--- config.mk ---
export PLATFORM = sky130hd
export DESIGN_NAME = forwarding_scoreboard_unit
export DESIGN_NICKNAME = d
export VERILOG_FILES = /design/src/rtl/forwarding_scoreboard_unit.sv
export SDC_FILE = /design/constraint.sdc
export NUM_CORES = 1
export LEC_CHECK = 0
export CAP_MARGIN = 20
export CORE_ASPECT_RATIO = 0.6
export CORE_MARGIN = 2
export CORE_UTILIZATION = 35
export CTS_BUF_LIST = sky130_fd_sc_hd__clkbuf_2
export CTS_CLUSTER_SIZE = 30
export DETAILED_ROUTE_END_ITERATION = 6
export PLACE_DENSITY_LB_ADDON = 0.2
export SYNTH_ARGS = -nofsm -noshare
export SYNTH_HDL_FRONTEND = slang
export SYNTH_SLANG_ARGS = --single-unit
export TNS_END_PERCENT = 50
--- constraint.sdc ---
create_clock -name CLK -period 2.85 [get_ports CLK]
set_clock_uncertainty 0.15 [all_clocks]
set_input_delay 0.57 -clock CLK [delete_from_list [all_inputs] [get_ports CLK]]
set_output_delay 0.57 -clock CLK [all_outputs]
set_load 0.01 [all_outputs]
--- src/rtl/forwarding_scoreboard_unit.sv ---
// -----------------------------------------------------------------------------
// forwarding_scoreboard_unit
// Tracks destination tags of the instructions sitting in the NUM_FWD_STAGES
// stages downstream of execute. It selects a forwarding source for each
// execute operand, and it raises a load-use stall when the youngest producer is
// a load whose data is not yet available.
// Optional feature: define FWD_PERF_EN to add saturating forward/stall
// performance counters. These are the perf_fwd_count and perf_stall_count
// ports.
// -----------------------------------------------------------------------------
module forwarding_scoreboard_unit #(
   parameter int NUM_FWD_STAGES   = 3,
   parameter int XLEN             = 32,
   parameter int LOAD_READY_STAGE = 2
) (
   input  logic                           CLK,
   input  logic                           RST,
   input  logic                           advance,
   input  logic                           flush,
   input  logic                           ex_valid,
   input  logic [4:0]                     ex_rd,
   input  logic                           ex_reg_write,
   input  logic                           ex_load,
   input  logic [4:0]                     rs1_e,
   input  logic [4:0]                     rs2_e,
   input  logic [XLEN-1:0]                rs1_rf,
   input  logic [XLEN-1:0]                rs2_rf,
   input  logic [NUM_FWD_STAGES*XLEN-1:0] stage_data,
   output logic [XLEN-1:0]                rs1_fwd,
   output logic [XLEN-1:0]                rs2_fwd,
   output logic [2:0]                     rs1_sel,
   output logic [2:0]                     rs2_sel,
   output logic                           stall
`ifdef FWD_PERF_EN
   ,
   output logic [31:0]                    perf_fwd_count,
   output logic [31:0]                    perf_stall_count
`endif
);

   // Scoreboard entries; index 0 holds entry 1 (youngest).
   logic [NUM_FWD_STAGES-1:0]      r_valid;
   logic [NUM_FWD_STAGES-1:0]      r_wr;
   logic [NUM_FWD_STAGES-1:0]      r_load;
   logic [NUM_FWD_STAGES-1:0][4:0] r_rd;

   // Per-operand resolution: bit 3 = load-use hazard, bits 2:0 = stage select.
   logic [3:0] w_res1;
   logic [3:0] w_res2;

   // Find the youngest producer of rs. Scanning from oldest to youngest lets
   // the youngest match overwrite any older one. A hit on a load that is not
   // yet forwardable reports a hazard with select 0, so the operand falls back
   // to the register file.
   function automatic logic [3:0] f_resolve(
      input logic [4:0]                     rs,
      input logic [NUM_FWD_STAGES-1:0]      valid,
      input logic [NUM_FWD_STAGES-1:0]      wr,
      input logic [NUM_FWD_STAGES-1:0]      load,
      input logic [NUM_FWD_STAGES-1:0][4:0] rd
   );
      logic [3:0] res;
      res = 4'd0;
      for (int k = NUM_FWD_STAGES - 1; k >= 0; k--) begin
         if ((rs != 5'd0) && valid[k] && wr[k] && (rd[k] != 5'd0) && (rd[k] == rs)) begin
            if (load[k] && ((k + 1) < LOAD_READY_STAGE)) begin
               res = {1'b1, 3'd0};
            end else begin
               res = {1'b0, 3'(k + 1)};
            end
         end
      end
      return res;
   endfunction

   // Scoreboard shift register: async reset, flush beats advance, bubble on stall.
   always_ff @(posedge CLK or posedge RST) begin
      if (RST) begin
         r_valid <= '0;
         r_wr    <= '0;
         r_load  <= '0;
         r_rd    <= '0;
      end else if (flush) begin
         r_valid <= '0;
      end else if (advance) begin
         for (int k = NUM_FWD_STAGES - 1; k > 0; k--) begin
            r_valid[k] <= r_valid[k-1];
            r_wr[k]    <= r_wr[k-1];
            r_load[k]  <= r_load[k-1];
            r_rd[k]    <= r_rd[k-1];
         end
         r_valid[0] <= ex_valid & ~stall;
         r_wr[0]    <= ex_reg_write;
         r_load[0]  <= ex_load;
         r_rd[0]    <= ex_rd;
      end
   end

   // Resolve both operands independently from the current entries.
   always_comb begin
      w_res1 = f_resolve(rs1_e, r_valid, r_wr, r_load, r_rd);
      w_res2 = f_resolve(rs2_e, r_valid, r_wr, r_load, r_rd);
   end

   // Operand select, forwarding mux and stall; stall only counts for a real instruction.
   always_comb begin
      rs1_sel = w_res1[2:0];
      rs2_sel = w_res2[2:0];
      stall   = ex_valid & (w_res1[3] | w_res2[3]);
      rs1_fwd = rs1_rf;
      rs2_fwd = rs2_rf;
      for (int k = 0; k < NUM_FWD_STAGES; k++) begin
         if (rs1_sel == 3'(k + 1)) begin
            rs1_fwd = stage_data[k*XLEN +: XLEN];
         end else begin
            rs1_fwd = rs1_fwd;
         end
         if (rs2_sel == 3'(k + 1)) begin
            rs2_fwd = stage_data[k*XLEN +: XLEN];
         end else begin
            rs2_fwd = rs2_fwd;
         end
      end
   end

`ifdef FWD_PERF_EN
   logic [31:0] r_perf_fwd;
   logic [31:0] r_perf_stall;
   logic        w_any_fwd;

   // Any operand taking a pipeline stage this cycle.
   always_comb begin
      w_any_fwd = (rs1_sel != 3'd0) || (rs2_sel != 3'd0);
   end

   // Saturating event counters.
   always_ff @(posedge CLK or posedge RST) begin
      if (RST) begin
         r_perf_fwd   <= 32'd0;
         r_perf_stall <= 32'd0;
      end else begin
         if (advance && w_any_fwd && (r_perf_fwd != 32'hFFFF_FFFF)) begin
            r_perf_fwd <= r_perf_fwd + 32'd1;
         end
         if (stall && (r_perf_stall != 32'hFFFF_FFFF)) begin
            r_perf_stall <= r_perf_stall + 32'd1;
         end
      end
   end

   assign perf_fwd_count   = r_perf_fwd;
   assign perf_stall_count = r_perf_stall;
`endif

endmodule

* After elaboration in Yosys (flattened, before gate mapping)
Cells that the tools add are included.
** Cells by class
- Add/subtract/negate cells :: 0
- Shift operators :: 0
- Mux-type cells :: 15
- Equality and inequality tests :: 12
- Bitwise operators :: 5
- Multiply operators :: 0
- Reduce and logical (&&, ||, !) cells :: 31
- Divide/modulo/power cells :: 0
- Magnitude comparators :: 0
** Operator list (count)
- $mux W32 :: 6
- $eq A5 B5 Y1 :: 6
- $reduce_bool A5 Y1 :: 5
- $logic_and A1 B1 Y1 :: 24
- $mux W4 :: 5
- $eq A3 B2 Y1 const B :: 4
- $eq A3 B1 Y1 const B :: 2
- $mux W3 :: 2
- $mux W2 :: 2
- $and A1 B1 Y1 :: 2
- $not A1 Y1 :: 2
- $reduce_and A2 Y1 :: 1
- $reduce_bool A2 Y1 :: 1
- $or A1 B1 Y1 :: 1
** Storage, ports and cells
- Logic and storage cells :: 69
- Memories kept :: 0
- Output and inout bits :: 71
- Bits of input ports :: 182
- Bits in latches :: 0
- Flip-flop bits (word level) :: 22
- Bits in read-only memories :: 0
- Bits in writable memories :: 0

* Longest topological paths before layout
- Depth after elaboration :: 14
- Mapped depth :: 9
- Gate-level depth less buffers :: 6

* Worst setup path before layout
No wires, ideal clock.
- Kind :: input -> output
- Start :: input port rs1_e[1]
- End :: output port rs1_fwd[10]
- Stages on the path :: 8
- Buffers on the path :: 3
- Required time :: 2.130 ns
- Setup slack :: -0.242 ns
- Arrival :: 2.372 ns
- Cells stage by stage :: or4_1 > or2_0 > and4_4 > buf_6 > nand2b_4 > buf_6 > buf_6 > o32ai_1
** On the way
- Cells in the longest elaborated chain, start to end :: 12
- Elaborated cells on any way between the ends :: 25
- Those cells by class :: eq/ne: 6; mux: 6; reduce/logical: 13
** RTL lines
- from (decl) :: RTL line 24 : input logic [4:0] rs1_e,
- $reduce_bool A5 Y1 :: RTL line 65 : if ((rs != 5'd0) && valid[k] && wr[k] && (rd[k] != 5'd0) && (rd[k] == rs)) begin
- $logic_and A1 B1 Y1 (4 in series) :: RTL line 65
- $mux W2 :: RTL line 65
- $mux W4 :: RTL line 65
- $mux W4 * :: RTL line 65
- $eq A3 B1 Y1 :: RTL line 113 : if (rs1_sel == 3'(k + 1)) begin
- $mux W32 (2 in series) :: RTL line 113
- $mux W32 * :: RTL line 113
- to (decl) :: RTL line 29 : output logic [XLEN-1:0] rs1_fwd,
Every way passes the cells marked *; elsewhere a longest branch is shown, timed or not.

* Worst setup path after layout
- Start :: register r_rd[11] in the netlist's numbering
- End :: output port rs1_fwd[15]
** On the way
- Cells in the longest elaborated chain, start to end :: 10
- Elaborated cells on any way between the ends :: 13
- Those cells by class :: eq/ne: 4; mux: 6; reduce/logical: 3
** RTL lines
- from (decl) :: RTL line 45 : logic [NUM_FWD_STAGES-1:0][4:0] r_rd;
- from (signal, indexed assignment) :: RTL line 90 : r_rd[k] <= r_rd[k-1];
- $reduce_bool A5 Y1 :: RTL line 65
- $logic_and A1 B1 Y1 :: RTL line 65
- $logic_and A1 B1 Y1 * :: RTL line 65
- $mux W2 * :: RTL line 65
- $mux W4 * (2 in series) :: RTL line 65
- $eq A3 B1 Y1 :: RTL line 113
- $mux W32 (2 in series) :: RTL line 113
- $mux W32 * :: RTL line 113
Marks and branches as above.

==> key figures <==
Synthesis
  • Largest family of logic cells by synthesized area: compound AO/OA/AOI/OAI gates
  • Post-Syn Instances: 530
  • Post-Syn Area: between 4000 and 5000 µm²
  • Area contributors post-synth: dfrtp_1 13%, a211oi_1 12%, a221oi_1 11%
  • Seq cells post-synth: 22
  • Synth top area share: 13.50%
  • Mux contribution to synthesized area: approximately 5.5%
  • Simple-gate portion of the synthesized area: 19.85%
  • Area leader, netlist: dfrtp_1
  • Synth Warn #: 0
  • Avg Cell Area, Syn: between 7 and 8 µm²
  • EDFF count, synth: 0
  • Post-synthesis cell type count: 54
  • Sequential area share after synthesis: between 10% and 20%
  • Synth Area in Adders: 0%
  • Ys async rst share: 100.0%
  • Top FF cell, synth: dfrtp_1
  • Compound-gate portion of the synthesized area: 44.97%
  • Synth Area in XOR/XNOR: approximately 6.4%

GRT
  • Gr usage total: between 30% and 40%
  • GRT overflow: 0
  • Antenna violations before repair: 0
  • First-pass GRT wire length: roughly 37000 µm
  • Vias in the first global route: 6797
  • Largest net degree at the start of global routing: between 80 and 90

Detailed routing
  • Initial DRC count: slightly above 500
  • Routed vias: roughly 6800
  • # DRC: 0
  • Post-route ant nets: 0
  • Vias per cell: between 6 and 7
  • Drt first pass iters: 7
  • Routed len/inst: 25.34 µm
  • DRT Wirelength: between 20000 and 30000 µm

Floorplanning
  • Chip height: ~90 µm
  • Core ar.: approximately 11000 µm²
  • Die area: approximately 13000 µm²
  • Die X: roughly 140 µm
  • Row count: 30
  • Initial core utilization: 35.98%
  • IO Count: about 250

Clock network
  • Root Buffer: clkbuf_2
  • # clock sinks: 22
  • CTS tree: built
  • Clock transition at the registers of the reported paths: ~0.23 ns
  • Clock Latency Late Sink: 0.35 ns
  • Num CTS Buffers: 3
  • H-Tree Depth: 1
  • Clock Path Buffers: 2

Critical path
  • Arrival time worst endpoint: between 2 and 3 ns
  • Crit Reg-Reg Startpoint: r_rd[4]
  • Data required, critical path: about 2.1 ns
  • Critical Path Slowest Stage Cell: or4_4
  • Worst Setup Start Kind: flop
  • Worst-path maximum fanout: 7
  • FF-to-FF setup slack: ~0.36 ns
  • RR Endpoint: r_valid[0]
  • Worst reg2reg path depth: 9
  • CP Capture Type: output port
  • Worst setup path category: flop to output port
  • Largest stage delay, worst path: between 0.5 and 0.6 ns
  • Crit-path cells: or4_4, o211ai_1, nand4b_1, buf_4, nor2_4, buf_12, a221oi_4, o32ai_4, buf_6

Timing
  • Slew Viols, Final: 0
  • RSZ-0062 raised after global routing: true
  • Final period utilization: 125.3%
  • Final Hold Vio Count: 0
  • Endpoints failing setup: 69
  • Crit path time final: ~3.6 ns
  • Setup WS post-layout: -0.7217 ns
  • Fin Setup TNS: -42.61 ns
  • FMAX: around 280 MHz

Layout
  • Area added between synthesis and finish: 127.8%
  • Layout cell share with drive strength beyond 1: between 40% and 50%
  • Diode count: 0
  • Post-layout util: between 80% and 90%
  • Final instance area: between 9000 and 10000 µm²
  • Layout net count: around 1100
  • Fin cells: around 1000

Power
  • Power per Cell Area: around 190 nW/µm²
  • P_leak: ~3.4 nW
  • Peak supply drop: between 0.2 and 0.25 mV

Placement
  • Detail Placement HPWL: 16390 µm
  • Placed Cells incl. Taps: 983
  • DP Area: between 7000 and 8000 µm²
  • Worst slack, placed: -1.366 ns
  • GP Congestion: just over 1
  • I/O Buffers: between 200 and 300

Run
  • Max Cap Viol: 0

Worst hold path
  • Tightest Hold Check Type: primary input to asynchronous set/reset pin

Status
  • Failing checks: negative setup slack
  • Status: finished, violations left
[critical path: cells and delay by family, from the launching register on]
family                 cells  cell delay, ns
buffers and inverters      3            0.45
AO/OA/AOI/OAI              3            0.80
AND/OR/NAND/NOR            3            0.79
flip-flops                 1            0.46
[per-layer routing]
layer	global-route usage, %	part of all wire, %	wire length, µm	up-vias
li1	-	-	-	2850
met1	49.43	38	10030	3173
met2	60.61	45	11640	599
met3	8.639	12	3030	159
met4	14.17	5.4	1402	0
met5	0	0	0	-
[per-stage QoR]
step	hold slack [ns]	power, mW
final	0.3701	1.776
after global routing	0.3730	1.851
after CTS	0.3645	1.681
after detailed placement	0.3724	1.505
after global placement	0.3539	1.481
after floorplan	0.3310	0.8659
[synthesized netlist by cell type (2+ instances only)]
cell type  number
a211oi_1       65
a21o_1          4
a221oi_1       51
a31o_2          3
and2_1         15
and3_1          2
buf_1           3
buf_2          13
buf_4           5
buf_6          13
clkbuf_1       27
dfrtp_1        22
inv_1           8
mux2_2         18
mux2i_1         2
nand2_1         8
nand3_1         5
nand4_1         3
nor2_1         71
nor2_2          2
nor2b_1        28
nor3_1          5
o211a_1         2
o211ai_1        7
o21ai_0        13
o21ai_1        15
o221a_2         3
o221ai_1       26
o311a_1         2
o311ai_1        2
o32ai_1        32
or2_2           2
or3_1           2
or4_1           3
xnor2_1         9
xor2_1         21
[repair_timing]
item	CTS	global route
setup endpoints to repair	70	69
hold buffers	0	0
cloned	7	0
resized for setup	439	62
setup buffers	24	14
pin swaps	86	34
[worst max-delay path by stage]
stage	end	depth (start not counted)	from
after detailed placement	rs2_fwd[8]	10	rs2_e[1]
final	rs1_fwd[15]	9	r_rd[11]
after global routing	rs1_fwd[15]	9	r_rd[11]
after floorplan	rs1_fwd[24]	8	rs1_e[1]
after global placement	rs2_fwd[8]	10	rs2_e[1]
after CTS	rs1_fwd[17]	9	r_rd[11]
[logic make-up (layout without fill, tap and decap cells)]
family	after synthesis	in the layout
xor+xnor	30	30
simple gates	157	157
compound gates	230	230
mux	20	20
other cells	1	2
flops	22	22
buf+inv	70	409
[power breakdown]
part	total, mW	switching [mW]	internal (mW)
Sequential	0.461	0.0836	0.378
Clock	0.137	0.107	0.0305
Combinational	1.18	0.547	0.630
[layout make-up]
class                   count  area [µm²]
multi-input cells         439        4646
repair buffers            396        3839
fillers                   635        2046
flip-flops and latches     22       553.0
well taps                 160       200.2
inverters                   9       33.78
clock buffers               3       15.01
clock inverters             1       3.754
[sequential cells by signal, summed over array words and instances, names as in the netlist]
register,count
r_rd,15
r_valid,3
r_wr,3
r_load,1
[cell usage in the layout (no fill, tap or decap), drive strengths merged, types with 9 or more instances in the layout]
cell / instances
a211oi: 65
o221ai: 26
nor2b: 28
xnor2: 9
xor2: 21
clkdlybuf4s50: 171
buf: 213
mux2: 18
o32ai: 32
o21ai: 29
and2: 16
a221oi: 51
nor2: 74
dfrtp: 22
Power figures use the tool's default switching activity.
